[config.mk]
export PLATFORM = sky130hd
export DESIGN_NAME = vga_timing_gen
export DESIGN_NICKNAME = d
export VERILOG_FILES = /design/src/rtl/vga_timing_gen.sv
export SDC_FILE = /design/constraint.sdc
export NUM_CORES = 1
export LEC_CHECK = 0
export ABC_AREA = 1
export CORE_MARGIN = 2
export CORE_UTILIZATION = 55
export DETAILED_ROUTE_END_ITERATION = 16
export GPL_TIMING_DRIVEN = 0
export PLACE_DENSITY = 0.88
export SLEW_MARGIN = 25
export SYNTH_ARGS = -nofsm -noshare
export SYNTH_HDL_FRONTEND = slang
export SYNTH_HIERARCHICAL = 1
export SYNTH_SLANG_ARGS = --single-unit
[constraint.sdc]
create_clock -name CLOCK_50 -period 4.8 [get_ports CLOCK_50]
set_input_delay 0.96 -clock CLOCK_50 [delete_from_list [all_inputs] [get_ports CLOCK_50]]
set_output_delay 0.96 -clock CLOCK_50 [all_outputs]
set_load 0.01 [all_outputs]
[src/rtl/vga_timing_gen.sv]
// Parametrised VGA raster timing generator: free-running h/v counters, registered
// framebuffer fetch coordinates, and sync/DE delayed LOOKAHEAD clocks behind the fetch stage.

module vga_timing_gen_param_check #(
  parameter int H_TOTAL     = 1586,
  parameter int H_SYNC      = 190,
  parameter int H_ACT_START = 285,
  parameter int H_ACTIVE    = 1270,
  parameter int V_TOTAL     = 526,
  parameter int V_ACT_START = 35,
  parameter int V_ACTIVE    = 480,
  parameter int LOOKAHEAD   = 2
) ();

  if (H_SYNC >= H_ACT_START) begin : g_err_hsync
    $error("vga_timing_gen: H_SYNC must be smaller than H_ACT_START");
  end

  if (H_ACT_START + H_ACTIVE > H_TOTAL) begin : g_err_hact
    $error("vga_timing_gen: horizontal active area exceeds H_TOTAL");
  end

  if (V_ACT_START + V_ACTIVE > V_TOTAL) begin : g_err_vact
    $error("vga_timing_gen: vertical active area exceeds V_TOTAL");
  end

  if (LOOKAHEAD > 7 || LOOKAHEAD < 0) begin : g_err_look
    $error("vga_timing_gen: LOOKAHEAD must be in 0..7");
  end

endmodule

module vga_timing_gen #(
  parameter int H_TOTAL      = 1586,
  parameter int H_SYNC       = 190,
  parameter int H_ACT_START  = 285,
  parameter int H_ACTIVE     = 1270,
  parameter int V_TOTAL      = 526,
  parameter int V_SYNC       = 2,
  parameter int V_ACT_START  = 35,
  parameter int V_ACTIVE     = 480,
  parameter int H_SCALE_LOG2 = 2,
  parameter int V_SCALE_LOG2 = 1,
  parameter int PX_W         = 9,
  parameter int PY_W         = 9,
  parameter bit HS_POL       = 1'b0,
  parameter bit VS_POL       = 1'b0,
  parameter int LOOKAHEAD    = 2
) (
  input  logic            CLOCK_50,
  input  logic            RESET,
  input  logic            ce,
  output logic            fetch_valid,
  output logic [PX_W-1:0] fetch_x,
  output logic [PY_W-1:0] fetch_y,
  output logic            new_pix,
  output logic            line_start,
  output logic            frame_start,
  output logic            VGA_HS,
  output logic            VGA_VS,
  output logic            de
);

  localparam int HW = $clog2(H_TOTAL);
  localparam int VW = $clog2(V_TOTAL);

  localparam logic [HW-1:0] H_LAST   = HW'(H_TOTAL - 1);
  localparam logic [VW-1:0] V_LAST   = VW'(V_TOTAL - 1);
  localparam logic [HW-1:0] H_OFS    = HW'(H_ACT_START);
  localparam logic [VW-1:0] V_OFS    = VW'(V_ACT_START);
  localparam logic [HW-1:0] H_MASK   = HW'((1 << H_SCALE_LOG2) - 1);
  localparam logic [HW:0]   H_SYNC_W = (HW+1)'(H_SYNC);
  localparam logic [HW:0]   H_ACT_LO = (HW+1)'(H_ACT_START);
  localparam logic [HW:0]   H_ACT_HI = (HW+1)'(H_ACT_START + H_ACTIVE);
  localparam logic [VW:0]   V_SYNC_W = (VW+1)'(V_SYNC);
  localparam logic [VW:0]   V_ACT_LO = (VW+1)'(V_ACT_START);
  localparam logic [VW:0]   V_ACT_HI = (VW+1)'(V_ACT_START + V_ACTIVE);

  vga_timing_gen_param_check #(
    .H_TOTAL     (H_TOTAL),
    .H_SYNC      (H_SYNC),
    .H_ACT_START (H_ACT_START),
    .H_ACTIVE    (H_ACTIVE),
    .V_TOTAL     (V_TOTAL),
    .V_ACT_START (V_ACT_START),
    .V_ACTIVE    (V_ACTIVE),
    .LOOKAHEAD   (LOOKAHEAD)
  ) u_param_check ();

  logic [HW-1:0]   hcnt_r;
  logic [VW-1:0]   vcnt_r;
  logic            hs_fetch_r;
  logic            vs_fetch_r;

  logic            h_act_s;
  logic            v_act_s;
  logic            act_s;
  logic [HW-1:0]   h_off_s;
  logic [VW-1:0]   v_off_s;
  logic [PX_W-1:0] x_next_s;
  logic [PY_W-1:0] y_next_s;
  logic            new_pix_s;
  logic            hs_next_s;
  logic            vs_next_s;

  // Raster counters: hcnt wraps each line, vcnt advances on the line wrap.
  always_ff @(posedge CLOCK_50 or posedge RESET) begin
    if (RESET) begin
      hcnt_r <= {HW{1'b0}};
      vcnt_r <= {VW{1'b0}};
    end else if (ce) begin
      if (hcnt_r == H_LAST) begin
        hcnt_r <= {HW{1'b0}};
        vcnt_r <= (vcnt_r == V_LAST) ? {VW{1'b0}} : vcnt_r + 1'b1;
      end else begin
        hcnt_r <= hcnt_r + 1'b1;
      end
    end
  end

  // Next fetch-stage values decoded from the current counter position.
  always_comb begin
    h_act_s   = ({1'b0, hcnt_r} >= H_ACT_LO) && ({1'b0, hcnt_r} < H_ACT_HI);
    v_act_s   = ({1'b0, vcnt_r} >= V_ACT_LO) && ({1'b0, vcnt_r} < V_ACT_HI);
    act_s     = h_act_s && v_act_s;
    // Offsets wrap at counter width outside the active area; they are masked off there.
    h_off_s   = hcnt_r - H_OFS;
    v_off_s   = vcnt_r - V_OFS;
    x_next_s  = {PX_W{1'b0}};
    y_next_s  = {PY_W{1'b0}};
    new_pix_s = 1'b0;
    if (act_s) begin
      x_next_s  = PX_W'(h_off_s >> H_SCALE_LOG2);
      y_next_s  = PY_W'(v_off_s >> V_SCALE_LOG2);
      new_pix_s = ((h_off_s & H_MASK) == {HW{1'b0}});
    end else begin
      x_next_s  = {PX_W{1'b0}};
      y_next_s  = {PY_W{1'b0}};
      new_pix_s = 1'b0;
    end
    hs_next_s = ({1'b0, hcnt_r} < H_SYNC_W) ? HS_POL : ~HS_POL;
    vs_next_s = ({1'b0, vcnt_r} < V_SYNC_W) ? VS_POL : ~VS_POL;
  end

  // Fetch-stage registers, one ce-clock behind the counters.
  always_ff @(posedge CLOCK_50 or posedge RESET) begin
    if (RESET) begin
      fetch_valid <= 1'b0;
      fetch_x     <= {PX_W{1'b0}};
      fetch_y     <= {PY_W{1'b0}};
      new_pix     <= 1'b0;
      line_start  <= 1'b0;
      frame_start <= 1'b0;
      hs_fetch_r  <= ~HS_POL;
      vs_fetch_r  <= ~VS_POL;
    end else if (ce) begin
      fetch_valid <= act_s;
      fetch_x     <= x_next_s;
      fetch_y     <= y_next_s;
      new_pix     <= new_pix_s;
      line_start  <= (hcnt_r == {HW{1'b0}});
      frame_start <= (hcnt_r == {HW{1'b0}}) && (vcnt_r == {VW{1'b0}});
      hs_fetch_r  <= hs_next_s;
      vs_fetch_r  <= vs_next_s;
    end
  end

  if (LOOKAHEAD == 0) begin : g_no_pipe
    assign VGA_HS = hs_fetch_r;
    assign VGA_VS = vs_fetch_r;
    assign de     = fetch_valid;
  end else begin : g_pipe
    // Bit order per stage: {hsync, vsync, de}.
    logic [2:0] pipe_r [LOOKAHEAD];

    // Display-side delay line so sync/DE line up with memory read data.
    always_ff @(posedge CLOCK_50 or posedge RESET) begin
      if (RESET) begin
        for (int i = 0; i < LOOKAHEAD; i++) begin
          pipe_r[i] <= {~HS_POL, ~VS_POL, 1'b0};
        end
      end else if (ce) begin
        pipe_r[0] <= {hs_fetch_r, vs_fetch_r, fetch_valid};
        for (int i = 1; i < LOOKAHEAD; i++) begin
          pipe_r[i] <= pipe_r[i-1];
        end
      end
    end

    assign VGA_HS = pipe_r[LOOKAHEAD-1][2];
    assign VGA_VS = pipe_r[LOOKAHEAD-1][1];
    assign de     = pipe_r[LOOKAHEAD-1][0];
  end

endmodule

==> results.py, run 1 <==
metrics = {
    "synthesis": {
        "synth_edf_count": 0,
        "syn-instance-count": 382,
        "ys_warn_count": 6,
        "async_flop_share_pct": 100,
        "syn-cell-area_sq_um": 2930,
        "syn_area_per_cell_sq_um": 7.68,
        "synth_ff_type": "dfrtp_1",
        "ys_seq_elements": 51,
        "seq_area_frac_synth_pct": 43.8,
        "synth_cell_types": 31,
        "synth_fp_nets": 393,
    },
    "final_layout": {
        "antenna_cells": 0,
        "final_cell_mix": "nand2_1 (124), nand3_1 (47), dfrtp_1 (45)",
        "fin_util_pct": 66.3,
        "fillers": 437,
        "finalNetCount": 428,
        "final-seq-area_sq_um": 1280,
        "drive_above_1_share_pct": 10.3,
        "multi_input_area_sq_um": 1410,
        "final_cell_area_sq_um": 3410,
        "area_growth_pct": 16.1,
        "finalNonFillerCells": 488,
        "mostFrequentLayoutCell": "nand2_1",
    },
    "placement": {
        "postPlaceCellArea_sq_um": 3310,
        "hpwl_um": 4940,
        "dp.cells": 480,
        "routabilityCongestion": 0.949,
        "portBuffers": 27,
        "pre_cts_slack_ns": 2.10,
    },
    "grt": {
        "grt_pass1_vias": 2504,
        "antenna_found_initial": 0,
        "overflow": 0,
        "grtUsageTotal_pct": 24.8,
        "grt_max_degree": 30,
        "grt_first_pass_wirelength_um": 11900,
    },
    "die": {
        "start_util_pct": 57.1,
        "core-area_sq_um": 5140,
        "die_w_um": 77.0,
        "die_h_um": 77.0,
        "rows": 26,
        "io-pin-count": 28,
        "dieArea_sq_um": 5930,
    },
    "clock_network": {
        "cts_buffers": 5,
        "cts_tree": "yes",
        "clk_latency_ns": 0.31,
        "htreeDepth": 2,
        "cts_setup_buffers": 0,
        "root_buffer": "clkbuf_8",
        "clk_pin_slew_ns": 0.09,
        "ctsResizeCount": 0,
        "cts_sinks": 51,
        "hold_buffers": 0,
        "clockBufferDepth": 2,
    },
    "sta": {
        "worst_pin_slew_ns": 0.529,
        "hold_ws_ns": 0.485,
        "final.min_clock_period_ns": 2.42,
        "rsz0062_at_grt": "false",
        "fin_ws_ns": 2.38,
        "final-hold-violation-count": 0,
        "setup_viol": 0,
        "setup_tns_ns": 0,
        "slew_violations": 0,
        "finClkSkew_ns": 0.00698,
        "finalCritPeriodShare_pct": 50.4,
        "fmax_mhz": 414,
        "relSlewSlack_pct": 64.4,
    },
    "setup_path": {
        "crit_path_end_kind": "flip-flop",
        "startpoint_type": "input port",
        "path_class": "input port to flip-flop",
        "cp.arrival_ns": 2.58,
        "r2r_setup_slack_ns": 3.03,
        "cp.required_ns": 4.97,
        "path_max_fanout": 10,
    },
    "drt": {
        "routed_via_density": 5.36,
        "drt-total-wl_um": 6600,
        "antenna_left": 0,
        "drt_pass1_iterations": 4,
        "drtIter0Drc": 265,
        "routedWlPerCell_um": 13.5,
        "drc": 0,
        "via_count": 2615,
    },
    "power_and_ir_drop": {
        "peakVddDrop_mv": 0.181,
        "cellPowerDensity_nw_per_um2": 439,
        "total_power_mw": 1.50,
        "p_leak_nw": 1.70,
    },
    "run_status": {
        "status": "complete, no violations",
    },
    "run": {
        "drv_cap": 0,
    },
    "min_path": {
        "hold_path_class": "flip-flop to flip-flop",
    },
}
==> routing by layer <==
| layer | global-route usage [%] | vias up | share of wire [%] |
|---|---|---|---|
| met2 | 38.0 | 82 | 46 |
| met4 | 7.14 | 0 | 1.3 |
| met3 | 4.35 | 10 | 4.9 |
| met1 | 36.4 | 1233 | 48 |
| li1 | - | 1290 | - |
| met5 | 0 | - | 0 |
==> final timing paths <==
path / from / endpoint / depth (start not counted)
setup reg to reg: hcnt_r[0] / fetch_x[8] / 11
hold reg to reg: fetch_x[4] / fetch_x[4] / 2
min in group asynchronous: RESET / fetch_y[4] / 2
hold / removal: fetch_x[4] / fetch_x[4] / 2
max in group asynchronous: RESET / VGA_HS / 3
setup / recovery: ce / hcnt_r[0] / 4
==> power breakdown <==
part	internal, mW	switching, mW
Clock	0.118	0.140
Sequential	0.537	0.0896
Combinational	0.254	0.357
Total	0.910	0.586
==> synth_stat cells, types with 6 or more instances <==
cell type  count  area share [%]
o21ai_0       22             3.8
inv_1         34             4.4
nor3_1         8             1.4
dfstp_2        6             5.4
ha_1           8             3.4
inv_2          6            0.77
nand3_1       47             8.0
nand2_1      124              16
xor2_1        15             4.5
dfrtp_1       45              38
nor2_1        23             2.9
==> worst max-delay path: stages <==
cell and delay, ns:
clkdlybuf4s50_1 0.59, clkbuf_1 0.42, clkbuf_1 0.43, o21ai_0 0.19
==> cells by family after synthesis <==
family / after synthesis / synth area share (%)
and+or+nand+nor: 225 / 34.3
buffers and inverters: 52 / 8.15
DFF: 51 / 43.8
AOI/OAI and AO/OA: 30 / 5.55
xor gates and xnor gates: 16 / 4.78
adders and majority gates: 8 / 3.41
==> registers in the layout (all words and copies together), names as in the netlist <==
register,count
fetch_x,9
VGA_VS,1
vcnt_r,10
line_start,1
frame_start,1
g_pipe.pipe_r,3
de,1
VGA_HS,1
new_pix,1
hcnt_r,11
fetch_y,9
hs_fetch_r,1
vs_fetch_r,1
fetch_valid,1
==> layout make-up <==
cell class	count	area share (%)
buffer	12	2.61
clock inverter	1	0.257
sequential	51	37.7
clock buffer	7	2.53
timing repair buffer	28	8.52
tap	70	2.57
inverter	40	4.41
multi-input combinational	279	41.4
(Power assumes the default switching activity.)
==> run 2, diff against run 1 <==
CORE_UTILIZATION = 52   (was 55)
PLACE_DENSITY = 0.87   (was 0.88)
clock period = 2 ns   (was 4.8 ns; I/O delays follow)
==> results.py, run 2 (same netlist as run 1, synthesis figures left out) <==
metrics = {
    "run_status": {
        "status": "complete, no violations",
    },
    "final_layout": {
        "largest_reg_flops": 11,
        "final-seq-area_sq_um": 1280,
        "drive_above_1_share_pct": 10.5,
        "fillers": 492,
        "multi_input_area_sq_um": 1410,
        "finalNetCount": 428,
        "top_regs": "hcnt_r (11), vcnt_r (10)",
        "antenna_cells": 0,
        "area_growth_pct": 16.9,
        "finalNonFillerCells": 490,
        "mostFrequentLayoutCell": "nand2_1",
        "top_register": "hcnt_r",
        "final_cell_area_sq_um": 3430,
        "final_cell_mix": "nand2_1 (124), nand3_1 (47), dfrtp_1 (45)",
    },
    "min_path": {
        "hold_path_class": "input port to asynchronous set/reset pin",
    },
    "die": {
        "start_util_pct": 53.6,
        "io-pin-count": 28,
        "dieArea_sq_um": 6260,
        "die_h_um": 79.1,
        "core-area_sq_um": 5470,
        "rows": 27,
        "die_w_um": 79.1,
    },
    "grt": {
        "grt_max_degree": 33,
        "antenna_found_initial": 0,
        "grt_first_pass_wirelength_um": 12100,
        "grtUsageTotal_pct": 24.7,
        "grt_pass1_vias": 2583,
        "overflow": 0,
    },
    "sta": {
        "fmax_mhz": 555,
        "finalCritPeriodShare_pct": 90.0,
        "hold_ws_ns": 0.385,
        "final-hold-violation-count": 0,
        "setup_viol": 0,
        "finClkSkew_ns": 0.0106,
        "slew_violations": 0,
        "final.min_clock_period_ns": 1.80,
        "rsz0062_at_grt": "false",
        "relSlewSlack_pct": 66.2,
        "worst_pin_slew_ns": 0.502,
    },
    "setup_path": {
        "crit_top_cell": "nand2_1",
        "critPathSlowestCell": "dfrtp_1",
        "reg2reg_to": "fetch_x[3]",
        "r2r_start": "vcnt_r[0]",
        "path_class": "flip-flop to flip-flop",
        "path_cells": "ha_1, inv_1, nand3_1, nand2_1, nand2_1, nand2_1, nor2_2, buf_6, nand3_1, nand2_1",
        "r2r_setup_slack_ns": 0.20,
        "crit_path_end_kind": "flip-flop",
        "r2r_cells": 10,
        "path_max_fanout": 10,
        "cp.arrival_ns": 2.05,
        "crit_path_max_incr_delay_ns": 0.45,
        "cp.required_ns": 2.25,
        "cp_num_buf_inv": 2,
        "startpoint_type": "flip-flop",
        "crit_family": "simple AND/OR/NAND/NOR gates",
    },
    "placement": {
        "postPlaceCellArea_sq_um": 3310,
        "hpwl_um": 5150,
        "portBuffers": 27,
        "routabilityCongestion": 0.953,
        "dp.cells": 482,
    },
    "clock_network": {
        "cts_buffers": 5,
        "root_buffer": "clkbuf_8",
        "clk_pin_slew_ns": 0.10,
        "cts_tree": "yes",
        "ctsResizeCount": 0,
        "htreeDepth": 2,
        "cts_setup_buffers": 0,
        "clk_latency_ns": 0.32,
        "clockBufferDepth": 2,
        "cts_sinks": 51,
        "hold_buffers": 0,
    },
    "drt": {
        "drt-total-wl_um": 6970,
        "drtIter0Drc": 226,
        "antenna_left": 0,
        "drc": 0,
        "routedWlPerCell_um": 14.2,
        "drt_pass1_iterations": 5,
        "routed_via_density": 5.40,
        "via_count": 2647,
    },
    "power_and_ir_drop": {
        "cellPowerDensity_nw_per_um2": 1090,
        "p_leak_nw": 1.70,
        "peakVddDrop_mv": 0.545,
    },
    "run": {
        "drv_cap": 0,
    },
}
## run 2: changes by cell type in the layout (fill, tap and decap cells not counted), sizes merged
cell | before | now
bufinv | 0 | 1
clkbuf | 11 | 9
clkinv | 1 | 0
clkinvlp | 0 | 1
inv | 40 | 41
## run 2: worst max-delay path by stage
stage          startpoint          endpoint  slack [ns]  cells past startpoint
2_1_floorplan       RESET                de        0.38                      1
3_3_place_gp        RESET         hcnt_r[6]       -0.55                      2
3_5_place_dp           ce  g_pipe.pipe_r[3]       -0.14                      4
4_1_cts                ce  g_pipe.pipe_r[3]        0.20                      5
5_1_grt         hcnt_r[0]        fetch_x[8]        0.01                     11
6_report        vcnt_r[0]        fetch_x[3]        0.20                     10
## run 2: through the flow
step / power, mW / util (%) / setup TNS [ns] / worst slack (ns)
after floorplan: 2.44 / - / 0 / 0.380
after global placement: 2.92 / 60.2 / -25.52 / -0.548
after detailed placement: 2.99 / 60.5 / -0.812 / -0.138
after CTS: 3.75 / 62.6 / 0 / 0.200
after global routing: 4.02 / 62.6 / 0 / 0.0126
final: 3.75 / 62.6 / 0 / 0.199
## run 2: per-layer routing
layer  share of wire [%]  GRT usage [%]  wire [um]
met2                  48           40.4       3350
met5                   0              0          0
met3                 5.6           4.20        388
met1                  45           33.6       3110
met4                 1.8           7.93        127
## run 2: where the power goes
part | total [mW] | internal (mW) | switching, mW
sequential | 1.51 | 1.29 | 0.216
combinational | 1.49 | 0.610 | 0.877
clock | 0.756 | 0.377 | 0.378
total | 3.75 | 2.28 | 1.47
## run 2: final cells by class
| class | count | share of cell area, % |
|---|---|---|
| sequential | 51 | 37.4 |
| timing repair buffer | 28 | 8.47 |
| clock inverter | 3 | 1.35 |
| inverter | 40 | 4.38 |
| buffer | 12 | 2.59 |
| multi-input combinational | 279 | 41.1 |
| clock buffer | 5 | 2.01 |
| tap | 72 | 2.63 |
==> run 3, diff against run 2 <==
SLEW_MARGIN = 40   (was 25)
==> results.py, run 3 (same netlist as run 1, synthesis figures left out) <==
metrics = {
    "setup_path": {
        "startpoint_type": "input port",
        "path_max_fanout": 10,
        "reg2reg_to": "fetch_x[8]",
        "startpoint": "ce",
        "cp.required_ns": 2.22,
        "r2r_start": "hcnt_r[0]",
        "path_class": "input port to flip-flop",
        "crit_path_end_kind": "flip-flop",
        "crit_end": "g_pipe.pipe_r[3]",
        "cp.arrival_ns": 2.08,
        "r2r_cells": 10,
        "r2r_setup_slack_ns": 0.20,
    },
    "final_layout": {
        "top_regs": "hcnt_r (11), vcnt_r (10)",
        "largest_reg_flops": 11,
        "finalNetCount": 428,
        "area_growth_pct": 16.9,
        "antenna_cells": 0,
        "top_register": "hcnt_r",
        "drive_above_1_share_pct": 10.5,
        "final_cell_area_sq_um": 3430,
        "mostFrequentLayoutCell": "nand2_1",
        "final_cell_mix": "nand2_1 (124), nand3_1 (47), dfrtp_1 (45)",
    },
    "sta": {
        "setup_viol": 0,
        "worst_pin_slew_ns": 0.520,
        "finClkSkew_ns": 0.00813,
        "relSlewSlack_pct": 64.9,
        "finalCritPeriodShare_pct": 92.6,
        "hold_ws_ns": 0.359,
        "final-hold-violation-count": 0,
        "slew_violations": 0,
        "fmax_mhz": 540,
        "final.min_clock_period_ns": 1.85,
        "rsz0062_at_grt": "false",
    },
    "grt": {
        "antenna_found_initial": 0,
        "overflow": 0,
        "grt_first_pass_wirelength_um": 11600,
        "grt_pass1_vias": 2503,
        "grtUsageTotal_pct": 23.5,
        "grt_max_degree": 36,
    },
    "drt": {
        "via_count": 2605,
        "routed_via_density": 5.32,
        "routedWlPerCell_um": 13.7,
        "drtIter0Drc": 185,
        "drc": 0,
        "drt_pass1_iterations": 4,
        "antenna_left": 0,
        "drt-total-wl_um": 6720,
    },
    "die": {
        "die_w_um": 79.1,
        "rows": 27,
        "core-area_sq_um": 5470,
        "start_util_pct": 53.6,
        "io-pin-count": 28,
        "dieArea_sq_um": 6260,
        "die_h_um": 79.1,
    },
    "clock_network": {
        "cts_setup_buffers": 0,
        "ctsResizeCount": 0,
        "clk_latency_ns": 0.31,
        "clk_pin_slew_ns": 0.10,
        "root_buffer": "clkbuf_8",
        "cts_sinks": 51,
        "cts_buffers": 5,
        "clockBufferDepth": 2,
        "hold_buffers": 0,
        "cts_tree": "yes",
        "htreeDepth": 2,
    },
    "min_path": {
        "hold_path_class": "input port to asynchronous set/reset pin",
    },
    "power_and_ir_drop": {
        "cellPowerDensity_nw_per_um2": 1080,
        "total_power_mw": 3.70,
        "p_leak_nw": 1.71,
        "peakVddDrop_mv": 0.498,
    },
    "run": {
        "drv_cap": 0,
    },
    "placement": {
        "hpwl_um": 5150,
        "portBuffers": 27,
        "routabilityCongestion": 0.953,
        "postPlaceCellArea_sq_um": 3320,
    },
    "run_status": {
        "status": "complete, no violations",
    },
}
run 3: changes by cell type in the layout (fill, tap and decap cells not counted), sizes merged:
cell      change
clkinv        +2
clkinvlp      -1
inv           -1
run 3: final cells by class:
cell class	instances	area [sq um]
tap	72	90.1
sequential	51	1280
buffer	12	88.8
multi-input combinational	279	1410
timing repair buffer	28	290
clock inverter	3	43.8
clock buffer	5	68.8
inverter	40	153
fill	487	2040
run 3: how the worst min path moves through the flow:
stage	startpoint	end
floorplan	g_pipe.pipe_r[5]	VGA_HS
global placement	fetch_x[3]	fetch_x[3]
detailed placement	fetch_y[3]	fetch_y[3]
CTS	RESET	vcnt_r[7]
global route	RESET	vcnt_r[5]
finish	RESET	fetch_y[4]
run 3: worst max-delay path, stage by stage:
cell	delay, ns
clkdlybuf4s50_1	0.57
clkbuf_1	0.43
clkbuf_1	0.42
nand2_1	0.13
o21ai_0	0.12
run 3: per-stage QoR:
| stage | util, % | setup slack (ns) | cells | setup TNS [ns] |
|---|---|---|---|---|
| 6_report | 62.6 | 0.147 | 490 | 0 |
| 5_1_grt | 62.6 | 0.0339 | 490 | 0 |
| 4_1_cts | 62.6 | 0.162 | 490 | 0 |
| 3_5_place_dp | 60.6 | -0.168 | 482 | -1.02 |
| 3_3_place_gp | 60.2 | -0.548 | 481 | -25.52 |
| 2_1_floorplan | - | 0.380 | 382 | 0 |
run 3: routing by layer:
layer	vias up	part of all wire, %	GRT usage (%)
li1	1292	-	-
met1	1221	46	33.4
met2	85	47	37.3
met3	7	5.5	3.52
met4	0	1.5	7.24
met5	-	0	0
run 3: power by group:
part,internal (mW),switching (mW)
Combinational,0.610,0.863
Clock,0.373,0.349
Sequential,1.29,0.212
Total,2.27,1.42
